`config.mk`:
```
export PLATFORM = sky130hd
export DESIGN_NAME = axi_lite_regfile_flat
export DESIGN_NICKNAME = d
export VERILOG_FILES = /design/src/rtl/axi_lite_regfile_if.sv /design/src/rtl/axi_lite_regfile.sv /design/src/flat_wrapper.sv
export SDC_FILE = /design/constraint.sdc
export NUM_CORES = 1
export LEC_CHECK = 0
export ABC_AREA = 1
export ABC_CLOCK_PERIOD_IN_PS = 5700
export CORE_MARGIN = 4
export CORE_UTILIZATION = 53
export CTS_CLUSTER_SIZE = 30
export DETAILED_ROUTE_END_ITERATION = 12
export PLACE_DENSITY = 0.83
export SETUP_SLACK_MARGIN = 0.4
export SKIP_CTS_REPAIR_TIMING = 1
export SLEW_MARGIN = 20
export SYNTH_ARGS = -nofsm -noshare
export SYNTH_HDL_FRONTEND = slang
export SYNTH_SLANG_ARGS = --single-unit
```
`constraint.sdc`:
```
create_clock -name s_axi_aclk -period 5.7 [get_ports s_axi_aclk]
set_input_delay 0.57 -clock s_axi_aclk [delete_from_list [all_inputs] [get_ports s_axi_aclk]]
set_output_delay 0.57 -clock s_axi_aclk [all_outputs]
set_load 0.02 [all_outputs]
```
`src/rtl/axi_lite_regfile_if.sv`:
```
// AXI4-Lite slave bus bundle for axi_lite_regfile.
//
// Carries the five AXI4-Lite channels (AW, W, B, AR, R). Clock and reset are
// not part of the bundle; they stay plain ports on the register file.
//
// Parameters:
//   DATA_WIDTH  data bus width; wstrb is DATA_WIDTH/8+1 bits, its MSB unused
//   ADDR_WIDTH  address width
//   RESP_WIDTH  bresp/rresp width
//
// Modports:
//   master  drives addresses, data, strobes, valids and bready/rready
//   slave   drives readies, responses, read data and bvalid/rvalid

interface axi_lite_regfile_if #(
  parameter int unsigned DATA_WIDTH = 32,
  parameter int unsigned ADDR_WIDTH = 8,
  parameter int unsigned RESP_WIDTH = 3
);

  // Write address channel
  logic [ADDR_WIDTH-1:0]   awaddr;
  logic                    awvalid;
  logic                    awready;
  // Write data channel
  logic [DATA_WIDTH-1:0]   wdata;
  logic [DATA_WIDTH/8:0]   wstrb;
  logic                    wvalid;
  logic                    wready;
  // Write response channel
  logic [RESP_WIDTH-1:0]   bresp;
  logic                    bvalid;
  logic                    bready;
  // Read address channel
  logic [ADDR_WIDTH-1:0]   araddr;
  logic                    arvalid;
  logic                    arready;
  // Read data channel
  logic [DATA_WIDTH-1:0]   rdata;
  logic [RESP_WIDTH-1:0]   rresp;
  logic                    rvalid;
  logic                    rready;

  modport master (
    output awaddr, awvalid, wdata, wstrb, wvalid, bready, araddr, arvalid, rready,
    input  awready, wready, bresp, bvalid, arready, rdata, rresp, rvalid
  );

  modport slave (
    input  awaddr, awvalid, wdata, wstrb, wvalid, bready, araddr, arvalid, rready,
    output awready, wready, bresp, bvalid, arready, rdata, rresp, rvalid
  );

endinterface

```
`src/rtl/axi_lite_regfile.sv`:
```
// AXI4-Lite register file with two R/W registers, a sum and a write counter.
//
// Register map (byte offsets from BASE_ADDR):
//   +0  REG0    read/write
//   +4  REG1    read/write
//   +8  SUM     read-only, REG0 + REG1 modulo 2^DATA_WIDTH
//   +12 WCOUNT  read-only, number of writes answered OKAY (wraps)
// Unaligned, unmapped and read-only-target accesses answer SLVERR (2) with
// rdata = 0; everything else answers OKAY (0).
//
// Build option:
//   AXIL_REGFILE_READBACK_EN  when defined, +0/+4 read back REG0/REG1 with
//                             OKAY; when undefined those reads answer SLVERR
//                             with rdata = 0 (writes are unaffected).
//
// Ports:
//   s_axi_aclk    clock
//   s_axi_areset  asynchronous, active-high reset
//   s_axi         AXI4-Lite slave bundle (axi_lite_regfile_if.slave)

module axi_lite_regfile #(
  parameter int unsigned DATA_WIDTH = 32,
  parameter int unsigned ADDR_WIDTH = 8,
  parameter int unsigned RESP_WIDTH = 3,
  parameter int unsigned BASE_ADDR  = 0
) (
  input  logic              s_axi_aclk,
  input  logic              s_axi_areset,
  axi_lite_regfile_if.slave s_axi
);

  localparam int unsigned NumBytes = DATA_WIDTH / 8;

  localparam logic [ADDR_WIDTH-1:0] BaseAddr  = ADDR_WIDTH'(BASE_ADDR);
  localparam logic [ADDR_WIDTH-1:0] OffReg0   = ADDR_WIDTH'(0);
  localparam logic [ADDR_WIDTH-1:0] OffReg1   = ADDR_WIDTH'(4);
  localparam logic [ADDR_WIDTH-1:0] OffSum    = ADDR_WIDTH'(8);
  localparam logic [ADDR_WIDTH-1:0] OffWcount = ADDR_WIDTH'(12);

  localparam logic [RESP_WIDTH-1:0] RespOkay   = RESP_WIDTH'(0);
  localparam logic [RESP_WIDTH-1:0] RespSlvErr = RESP_WIDTH'(2);

  typedef enum logic [1:0] {
    W_IDLE,
    W_WAIT_DATA,
    W_WAIT_ADDR,
    W_RESP
  } wr_state_e;

  typedef enum logic {
    R_IDLE,
    R_DATA
  } rd_state_e;

  // ---------------------------------------------------------------------------
  // Register storage
  // ---------------------------------------------------------------------------
  logic [DATA_WIDTH-1:0] reg0_q, reg1_q, wcount_q;
  logic [DATA_WIDTH-1:0] sum;

  assign sum = reg0_q + reg1_q;

  // ---------------------------------------------------------------------------
  // Write channel state
  // ---------------------------------------------------------------------------
  wr_state_e             wr_state_q;
  logic                  awready_q, wready_q, bvalid_q;
  logic [RESP_WIDTH-1:0] bresp_q;
  logic [ADDR_WIDTH-1:0] aw_addr_q;
  logic [DATA_WIDTH-1:0] w_data_q;
  logic [NumBytes-1:0]   w_strb_q;

  logic aw_hs, w_hs;
  assign aw_hs = s_axi.awvalid & awready_q;
  assign w_hs  = s_axi.wvalid & wready_q;

  // The strobe MSB carries no byte lane.
  logic unused_wstrb_msb;
  assign unused_wstrb_msb = s_axi.wstrb[NumBytes];

  // Commit happens on the edge of whichever handshake completes the pair;
  // address and data come either from the bus (this cycle) or from the latch.
  logic                  commit;
  logic [ADDR_WIDTH-1:0] cm_addr;
  logic [DATA_WIDTH-1:0] cm_data;
  logic [NumBytes-1:0]   cm_strb;

  always_comb begin
    commit  = 1'b0;
    cm_addr = aw_addr_q;
    cm_data = w_data_q;
    cm_strb = w_strb_q;
    case (wr_state_q)
      W_IDLE: begin
        commit  = aw_hs & w_hs;
        cm_addr = s_axi.awaddr;
        cm_data = s_axi.wdata;
        cm_strb = s_axi.wstrb[NumBytes-1:0];
      end
      W_WAIT_DATA: begin
        commit  = w_hs;
        cm_data = s_axi.wdata;
        cm_strb = s_axi.wstrb[NumBytes-1:0];
      end
      W_WAIT_ADDR: begin
        commit  = aw_hs;
        cm_addr = s_axi.awaddr;
      end
      default: ;
    endcase
  end

  // Only REG0/REG1 are writable; everything else (incl. SUM/WCOUNT) is SLVERR.
  logic [ADDR_WIDTH-1:0] cm_off;
  logic                  cm_aligned, cm_is_reg0, cm_is_reg1, cm_okay;
  logic [RESP_WIDTH-1:0] cm_resp;

  assign cm_off     = cm_addr - BaseAddr;
  assign cm_aligned = (cm_addr[1:0] == 2'b00);
  assign cm_is_reg0 = cm_aligned & (cm_off == OffReg0);
  assign cm_is_reg1 = cm_aligned & (cm_off == OffReg1);
  assign cm_okay    = cm_is_reg0 | cm_is_reg1;
  assign cm_resp    = cm_okay ? RespOkay : RespSlvErr;

  always_ff @(posedge s_axi_aclk or posedge s_axi_areset) begin
    if (s_axi_areset) begin
      reg0_q   <= '0;
      reg1_q   <= '0;
      wcount_q <= '0;
    end else if (commit && cm_okay) begin
      for (int b = 0; b < int'(NumBytes); b++) begin
        if (cm_strb[b]) begin
          if (cm_is_reg0) reg0_q[b*8 +: 8] <= cm_data[b*8 +: 8];
          if (cm_is_reg1) reg1_q[b*8 +: 8] <= cm_data[b*8 +: 8];
        end
      end
      // Counts every OKAY write, even one with no strobes; wraps naturally.
      wcount_q <= wcount_q + DATA_WIDTH'(1);
    end
  end

  // Write FSM: readies and the B channel are registered alongside the state.
  // Readies stay low in W_IDLE straight out of reset and rise on the first edge.
  always_ff @(posedge s_axi_aclk or posedge s_axi_areset) begin
    if (s_axi_areset) begin
      wr_state_q <= W_IDLE;
      awready_q  <= 1'b0;
      wready_q   <= 1'b0;
      bvalid_q   <= 1'b0;
      bresp_q    <= RespOkay;
      aw_addr_q  <= '0;
      w_data_q   <= '0;
      w_strb_q   <= '0;
    end else begin
      case (wr_state_q)
        W_IDLE: begin
          if (aw_hs && w_hs) begin
            wr_state_q <= W_RESP;
            awready_q  <= 1'b0;
            wready_q   <= 1'b0;
            bvalid_q   <= 1'b1;
            bresp_q    <= cm_resp;
          end else if (aw_hs) begin
            wr_state_q <= W_WAIT_DATA;
            aw_addr_q  <= s_axi.awaddr;
            awready_q  <= 1'b0;
            wready_q   <= 1'b1;
          end else if (w_hs) begin
            wr_state_q <= W_WAIT_ADDR;
            w_data_q   <= s_axi.wdata;
            w_strb_q   <= s_axi.wstrb[NumBytes-1:0];
            awready_q  <= 1'b1;
            wready_q   <= 1'b0;
          end else begin
            awready_q  <= 1'b1;
            wready_q   <= 1'b1;
          end
        end
        W_WAIT_DATA: begin
          if (w_hs) begin
            wr_state_q <= W_RESP;
            wready_q   <= 1'b0;
            bvalid_q   <= 1'b1;
            bresp_q    <= cm_resp;
          end
        end
        W_WAIT_ADDR: begin
          if (aw_hs) begin
            wr_state_q <= W_RESP;
            awready_q  <= 1'b0;
            bvalid_q   <= 1'b1;
            bresp_q    <= cm_resp;
          end
        end
        W_RESP: begin
          // bvalid_q is always set here, so bready alone completes B.
          if (s_axi.bready) begin
            wr_state_q <= W_IDLE;
            bvalid_q   <= 1'b0;
            awready_q  <= 1'b1;
            wready_q   <= 1'b1;
          end
        end
        default: begin
          wr_state_q <= W_IDLE;
          awready_q  <= 1'b0;
          wready_q   <= 1'b0;
          bvalid_q   <= 1'b0;
        end
      endcase
    end
  end

  // ---------------------------------------------------------------------------
  // Read channel
  // ---------------------------------------------------------------------------
  rd_state_e             rd_state_q;
  logic                  arready_q, rvalid_q;
  logic [DATA_WIDTH-1:0] rdata_q;
  logic [RESP_WIDTH-1:0] rresp_q;

  logic                  ar_hs;
  logic [ADDR_WIDTH-1:0] rd_off;
  logic [DATA_WIDTH-1:0] rd_data;
  logic [RESP_WIDTH-1:0] rd_resp;

  assign ar_hs  = s_axi.arvalid & arready_q;
  assign rd_off = s_axi.araddr - BaseAddr;

  // Sampled from the current register values, so a read landing on the same
  // edge as a write commit sees the pre-commit contents.
  always_comb begin
    rd_data = '0;
    rd_resp = RespSlvErr;
    if (s_axi.araddr[1:0] == 2'b00) begin
      case (rd_off)
`ifdef AXIL_REGFILE_READBACK_EN
        OffReg0: begin
          rd_data = reg0_q;
          rd_resp = RespOkay;
        end
        OffReg1: begin
          rd_data = reg1_q;
          rd_resp = RespOkay;
        end
`endif
        OffSum: begin
          rd_data = sum;
          rd_resp = RespOkay;
        end
        OffWcount: begin
          rd_data = wcount_q;
          rd_resp = RespOkay;
        end
        default: ;
      endcase
    end
  end

  always_ff @(posedge s_axi_aclk or posedge s_axi_areset) begin
    if (s_axi_areset) begin
      rd_state_q <= R_IDLE;
      arready_q  <= 1'b0;
      rvalid_q   <= 1'b0;
      rdata_q    <= '0;
      rresp_q    <= RespOkay;
    end else begin
      case (rd_state_q)
        R_IDLE: begin
          if (ar_hs) begin
            rd_state_q <= R_DATA;
            arready_q  <= 1'b0;
            rvalid_q   <= 1'b1;
            rdata_q    <= rd_data;
            rresp_q    <= rd_resp;
          end else begin
            arready_q  <= 1'b1;
          end
        end
        R_DATA: begin
          if (s_axi.rready) begin
            rd_state_q <= R_IDLE;
            arready_q  <= 1'b1;
            rvalid_q   <= 1'b0;
          end
        end
        default: begin
          rd_state_q <= R_IDLE;
          arready_q  <= 1'b0;
          rvalid_q   <= 1'b0;
        end
      endcase
    end
  end

  // ---------------------------------------------------------------------------
  // Outputs
  // ---------------------------------------------------------------------------
  assign s_axi.awready = awready_q;
  assign s_axi.wready  = wready_q;
  assign s_axi.bvalid  = bvalid_q;
  assign s_axi.bresp   = bresp_q;
  assign s_axi.arready = arready_q;
  assign s_axi.rvalid  = rvalid_q;
  assign s_axi.rdata   = rdata_q;
  assign s_axi.rresp   = rresp_q;

endmodule

```
`src/flat_wrapper.sv`:
```
// flat-port wrapper written by rule: the top's interface ports become plain ports
module axi_lite_regfile_flat 
#(
  parameter int unsigned DATA_WIDTH = 32,
  parameter int unsigned ADDR_WIDTH = 8,
  parameter int unsigned RESP_WIDTH = 3,
  parameter int unsigned BASE_ADDR  = 0
)
  (s_axi_aclk, s_axi_areset, s_axi_awaddr, s_axi_awvalid, s_axi_wdata, s_axi_wstrb, s_axi_wvalid, s_axi_bready, s_axi_araddr, s_axi_arvalid, s_axi_rready, s_axi_awready, s_axi_wready, s_axi_bresp, s_axi_bvalid, s_axi_arready, s_axi_rdata, s_axi_rresp, s_axi_rvalid);
  axi_lite_regfile_if #(.DATA_WIDTH(DATA_WIDTH), .ADDR_WIDTH(ADDR_WIDTH), .RESP_WIDTH(RESP_WIDTH)) s_axi_i ();
  input  logic s_axi_aclk;
  input  logic s_axi_areset;
  input wire logic [$bits(s_axi_i.awaddr)-1:0] s_axi_awaddr;
  input wire logic [$bits(s_axi_i.awvalid)-1:0] s_axi_awvalid;
  input wire logic [$bits(s_axi_i.wdata)-1:0] s_axi_wdata;
  input wire logic [$bits(s_axi_i.wstrb)-1:0] s_axi_wstrb;
  input wire logic [$bits(s_axi_i.wvalid)-1:0] s_axi_wvalid;
  input wire logic [$bits(s_axi_i.bready)-1:0] s_axi_bready;
  input wire logic [$bits(s_axi_i.araddr)-1:0] s_axi_araddr;
  input wire logic [$bits(s_axi_i.arvalid)-1:0] s_axi_arvalid;
  input wire logic [$bits(s_axi_i.rready)-1:0] s_axi_rready;
  output wire logic [$bits(s_axi_i.awready)-1:0] s_axi_awready;
  output wire logic [$bits(s_axi_i.wready)-1:0] s_axi_wready;
  output wire logic [$bits(s_axi_i.bresp)-1:0] s_axi_bresp;
  output wire logic [$bits(s_axi_i.bvalid)-1:0] s_axi_bvalid;
  output wire logic [$bits(s_axi_i.arready)-1:0] s_axi_arready;
  output wire logic [$bits(s_axi_i.rdata)-1:0] s_axi_rdata;
  output wire logic [$bits(s_axi_i.rresp)-1:0] s_axi_rresp;
  output wire logic [$bits(s_axi_i.rvalid)-1:0] s_axi_rvalid;
  assign s_axi_i.awaddr = s_axi_awaddr;
  assign s_axi_i.awvalid = s_axi_awvalid;
  assign s_axi_i.wdata = s_axi_wdata;
  assign s_axi_i.wstrb = s_axi_wstrb;
  assign s_axi_i.wvalid = s_axi_wvalid;
  assign s_axi_i.bready = s_axi_bready;
  assign s_axi_i.araddr = s_axi_araddr;
  assign s_axi_i.arvalid = s_axi_arvalid;
  assign s_axi_i.rready = s_axi_rready;
  assign s_axi_awready = s_axi_i.awready;
  assign s_axi_wready = s_axi_i.wready;
  assign s_axi_bresp = s_axi_i.bresp;
  assign s_axi_bvalid = s_axi_i.bvalid;
  assign s_axi_arready = s_axi_i.arready;
  assign s_axi_rdata = s_axi_i.rdata;
  assign s_axi_rresp = s_axi_i.rresp;
  assign s_axi_rvalid = s_axi_i.rvalid;
  axi_lite_regfile #(.DATA_WIDTH(DATA_WIDTH), .ADDR_WIDTH(ADDR_WIDTH), .RESP_WIDTH(RESP_WIDTH), .BASE_ADDR(BASE_ADDR)) u_core (.s_axi_aclk(s_axi_aclk), .s_axi_areset(s_axi_areset), .s_axi(s_axi_i));
endmodule
```
==> run summary <==
Entering global routing, the biggest net connects 183 pins. For this run the aggregate overflow at the end of global routing stands at 0. Setup total negative slack on the finished layout was measured at 0 ns.

The min-delay analysis places its worst path in the category reg2reg. The standard cell core area is 20400 um2. The tools report the data arrival time at the worst-slack endpoint as 3.26 ns.

Leaving out fill and tap cells, the most frequent cells in the layout are sky130_fd_sc_hd__nand2_1 (545), sky130_fd_sc_hd__inv_1 (221), sky130_fd_sc_hd__dfrtp_1 (182). The worst register-to-register path has a setup slack of 2.74 ns. Category of the worst setup path launch point: a flop. Measured along the x axis, the die boundary spans 152 um. The tools report the reported max-cap violation count as 0. Of all nets on the critical path, the largest fanout is 71. The number of placement rows is 52, and the number of clock sinks seen by CTS is 182. Clock-pin slew was measured on the worst setup and hold paths at 0.07 ns. The routed design could run at a clock period as short as 2.96 ns. The logs give 0 for the yosys synthesis warning count and 0.543 for the initial core utilization. The logs give 6.78 nW for the total leakage power and 9778 for the total vias in the final route. The cell area after layout is 12800 um2. The worst register-to-register path begins at u_core.wr_state_q[1].

The finished layout holds 1907 standard cells, fillers aside. The run gives 4 as the H-tree depth reported by CTS. The run gives 1543 as the cell count after synthesis. The launching instance or port of the critical path was u_core.wr_state_q[1]. Number of library cell types mapped by synthesis: 44.

Terminus of the critical flop-to-flop path: u_core.reg1_q[19]. The deepest clock path buffer count came out at 2. TritonCTS created 17 clock buffers.

After detailed routing, the number of remaining DRC violations is 0. Each instance of the synthesized netlist takes up on average 7.16 um2. Count of buffers inserted at the top-level ports: 97. The congestion estimate from routability-driven global placement came to 0.928. The kind of cell with the highest combined delay along the critical path is compound AO/OA/AOI/OAI gates. For hold timing, the worst endpoint is u_core.s_axi.rvalid. The startpoint identified for the worst hold timing path is u_core.rd_state_q.

The synthesized flop and latch total works out to 182. Counting buffers and inverters, the worst setup path is 8 cells deep. The slowest stage of the critical path belongs to the cell sky130_fd_sc_hd__o21ai_0. The die height works out to 152 um. IR analysis of the VDD net gives a maximum drop of 0.265 mV. For the total of endpoints with negative setup slack in the final report, the log shows 0. Critical setup path kind: reg2reg. Wire length per cell after detailed routing: 13.9 um. Timing would allow up to 338 MHz. The sequential share of the synthesized area was 0.412.

The tools report the buffer cell driving the clock tree root as sky130_fd_sc_hd__clkbuf_16. The tools report the insertion delay of the later-clocked pin in the worst-skew pair as 0.43 ns. For the global routing usage summed across all routing layers, the log shows 0.232. The signal on the critical path passes through inv_1 > ha_1 > nor2_4 > buf_4 > o21ai_0 > nand2_2 > nand2_1 > o21ai_2. The run gives 0.441 ns as the smallest hold slack. The via count of the first global-routing pass is 9320. The run gives 686 as the DRC marker count from the first detailed-route iteration.

The number of buffers and inverters on the critical path was 2. The tools report the share of the core filled with cells in the final layout as 0.626. The cell area that synthesis handed to floorplanning was 11000 um2.

The area of the die came out at 23200 um2. The share of the cycle needed by the critical path after routing was 0.519; the final-report hold violation count was 0. On the worst path, the slowest cell contributes a delay of 0.64 ns. The final worst clock skew is 0.00790 ns, and the power density of the placed cells is 358 nW/um2.

The first global-routing pass estimated 45000 um of wire. Measured in cells, the most critical reg-to-reg path has a length of 8. In this run the remaining antenna-violating nets after routing total 0. The proportion of layout cells with a drive suffix above 1 came out at 0.0684. The total number of nets in the final design is 1722. The ratio of routed vias to standard cells is 5.13. The most common cell after layout, fill and taps aside was sky130_fd_sc_hd__nand2_1.

The run gives 0.344 as the headroom to the max-slew limit. Layout overhead on the synthesized area: 15.4%. Setup repair after global routing left no endpoint under its margin.

The number of iterations in the first detailed-routing pass was 7. TritonCTS built the clock tree. Data on the critical path is required at its endpoint by 6.00 ns. After legalization and detailed placement, the total HPWL measured 19700 um.

The run gives 103 as the top-level I/O count. The number of stages on the worst hold path is 1. The repair_antennas step left the layout with diodes totalling 0.

For the count of pins over their slew limit, the log shows 0. The logs give 0 for the initial antenna violation count and 1876 for the placed cell count. The flow ran to the end, and the final reports show no timing, DRC or antenna violations. The worst setup path is captured at a flop.

For the pin with the worst max-slew slack, the measured transition is 0.983 ns. After detailed routing, the total wire length is 26500 um. For the placed instance area, the log shows 12200 um2.
## layout make-up
| type | count | area, um2 |
|---|---|---|
| Fill cell | 1822 | 7610 |
| Sequential cell | 182 | 4550 |
| Tap cell | 270 | 338 |
| Clock buffer | 20 | 447 |
| Timing Repair Buffer | 100 | 1010 |
| Clock inverter | 11 | 116 |
| Inverter | 224 | 845 |
| Multi-Input combinational cell | 1100 | 5450 |
## Yosys cell counts, drive strengths merged
library cell | number | area (um2)
a21o | 3 | 22.5
a21oi | 60 | 304
a22o | 2 | 17.5
a22oi | 1 | 7.51
a31oi | 1 | 6.26
and3 | 2 | 12.5
buf | 20 | 169
clkbuf | 20 | 75.1
clkinv | 1 | 3.75
conb | 1 | 3.75
dfrtp | 182 | 4550
fa | 1 | 20.0
ha | 36 | 450
inv | 223 | 837
mux2 | 3 | 33.8
nand2 | 554 | 2100
nand3 | 73 | 383
nand3b | 2 | 15.0
nand4 | 13 | 81.3
nor2 | 116 | 469
nor3 | 26 | 135
nor4 | 3 | 18.8
o211ai | 1 | 7.51
o21a | 1 | 7.51
o21ai | 148 | 913
o21bai | 3 | 22.5
o22ai | 4 | 25.0
o32ai | 1 | 8.76
or2 | 10 | 62.6
xnor2 | 1 | 8.76
xor2 | 31 | 272
## where the power goes
group          total [W]  switching [W]  leakage [nW]  internal [W]
Clock            0.00115       0.000526         0.266      0.000621
Sequential       0.00183       0.000219          2.35       0.00161
Combinational    0.00158        0.00105          4.16      0.000533
## worst register-to-register path: stages (launching register included)
cell and delay (ns):
sky130_fd_sc_hd__dfrtp_1 0.43, sky130_fd_sc_hd__inv_1 0.14, sky130_fd_sc_hd__ha_1 0.51, sky130_fd_sc_hd__nor2_4 0.06, sky130_fd_sc_hd__buf_4 0.33, sky130_fd_sc_hd__o21ai_0 0.64, sky130_fd_sc_hd__nand2_2 0.40, sky130_fd_sc_hd__nand2_1 0.22
sky130_fd_sc_hd__o21ai_2 0.09
## cells by family after synthesis
kind of cell | after synthesis | synth area share
muxes | 3 | 0.00306
buffers and inverters | 264 | 0.0982
AOI/OAI and AO/OA | 225 | 0.122
and+or+nand+nor | 799 | 0.297
xor gates and xnor gates | 32 | 0.0254
adders and majority gates | 37 | 0.0426
DFF | 182 | 0.412
other | 1 | 0.000339
## routing by layer
metal,vias to the layer above,global-route usage,share of wire
met5,-,0,0
met4,0,0.0758,0.025
met3,42,0.0304,0.047
met2,246,0.383,0.47
met1,4499,0.319,0.46
li1,4991,-,-
## registers in the layout, indices dropped and copies added (netlist names)
signal,count
u_core.aw_addr_q,8
u_core.s_axi.rdata,32
u_core.reg1_q,32
u_core.s_axi.awready,1
u_core.s_axi.wready,1
u_core.s_axi.arready,1
u_core.s_axi.bresp,1
u_core.s_axi.bvalid,1
u_core.w_data_q,32
u_core.rd_state_q,1
u_core.wcount_q,32
u_core.s_axi.rvalid,1
u_core.reg0_q,32
u_core.w_strb_q,4
u_core.s_axi.rresp,1
u_core.wr_state_q,2
## metrics by stage
stage                     setup WS, ns  total power [W]
after floorplan                   2.79          0.00298
after global placement            2.67          0.00334
after detailed placement          2.60          0.00342
after CTS                         2.75          0.00458
after global routing              2.61          0.00489
final                             2.74          0.00456
## how the worst max path moves through the flow
| stage | endpoint |
|---|---|
| 4_1_cts | u_core.reg1_q[19] |
| 6_report | u_core.reg1_q[19] |
| 5_1_grt | u_core.reg1_q[19] |
| 3_5_place_dp | u_core.s_axi.rdata[12] |
| 2_1_floorplan | u_core.aw_addr_q[0] |
| 3_3_place_gp | u_core.s_axi.rdata[12] |
Power figures use the tool's default switching activity.
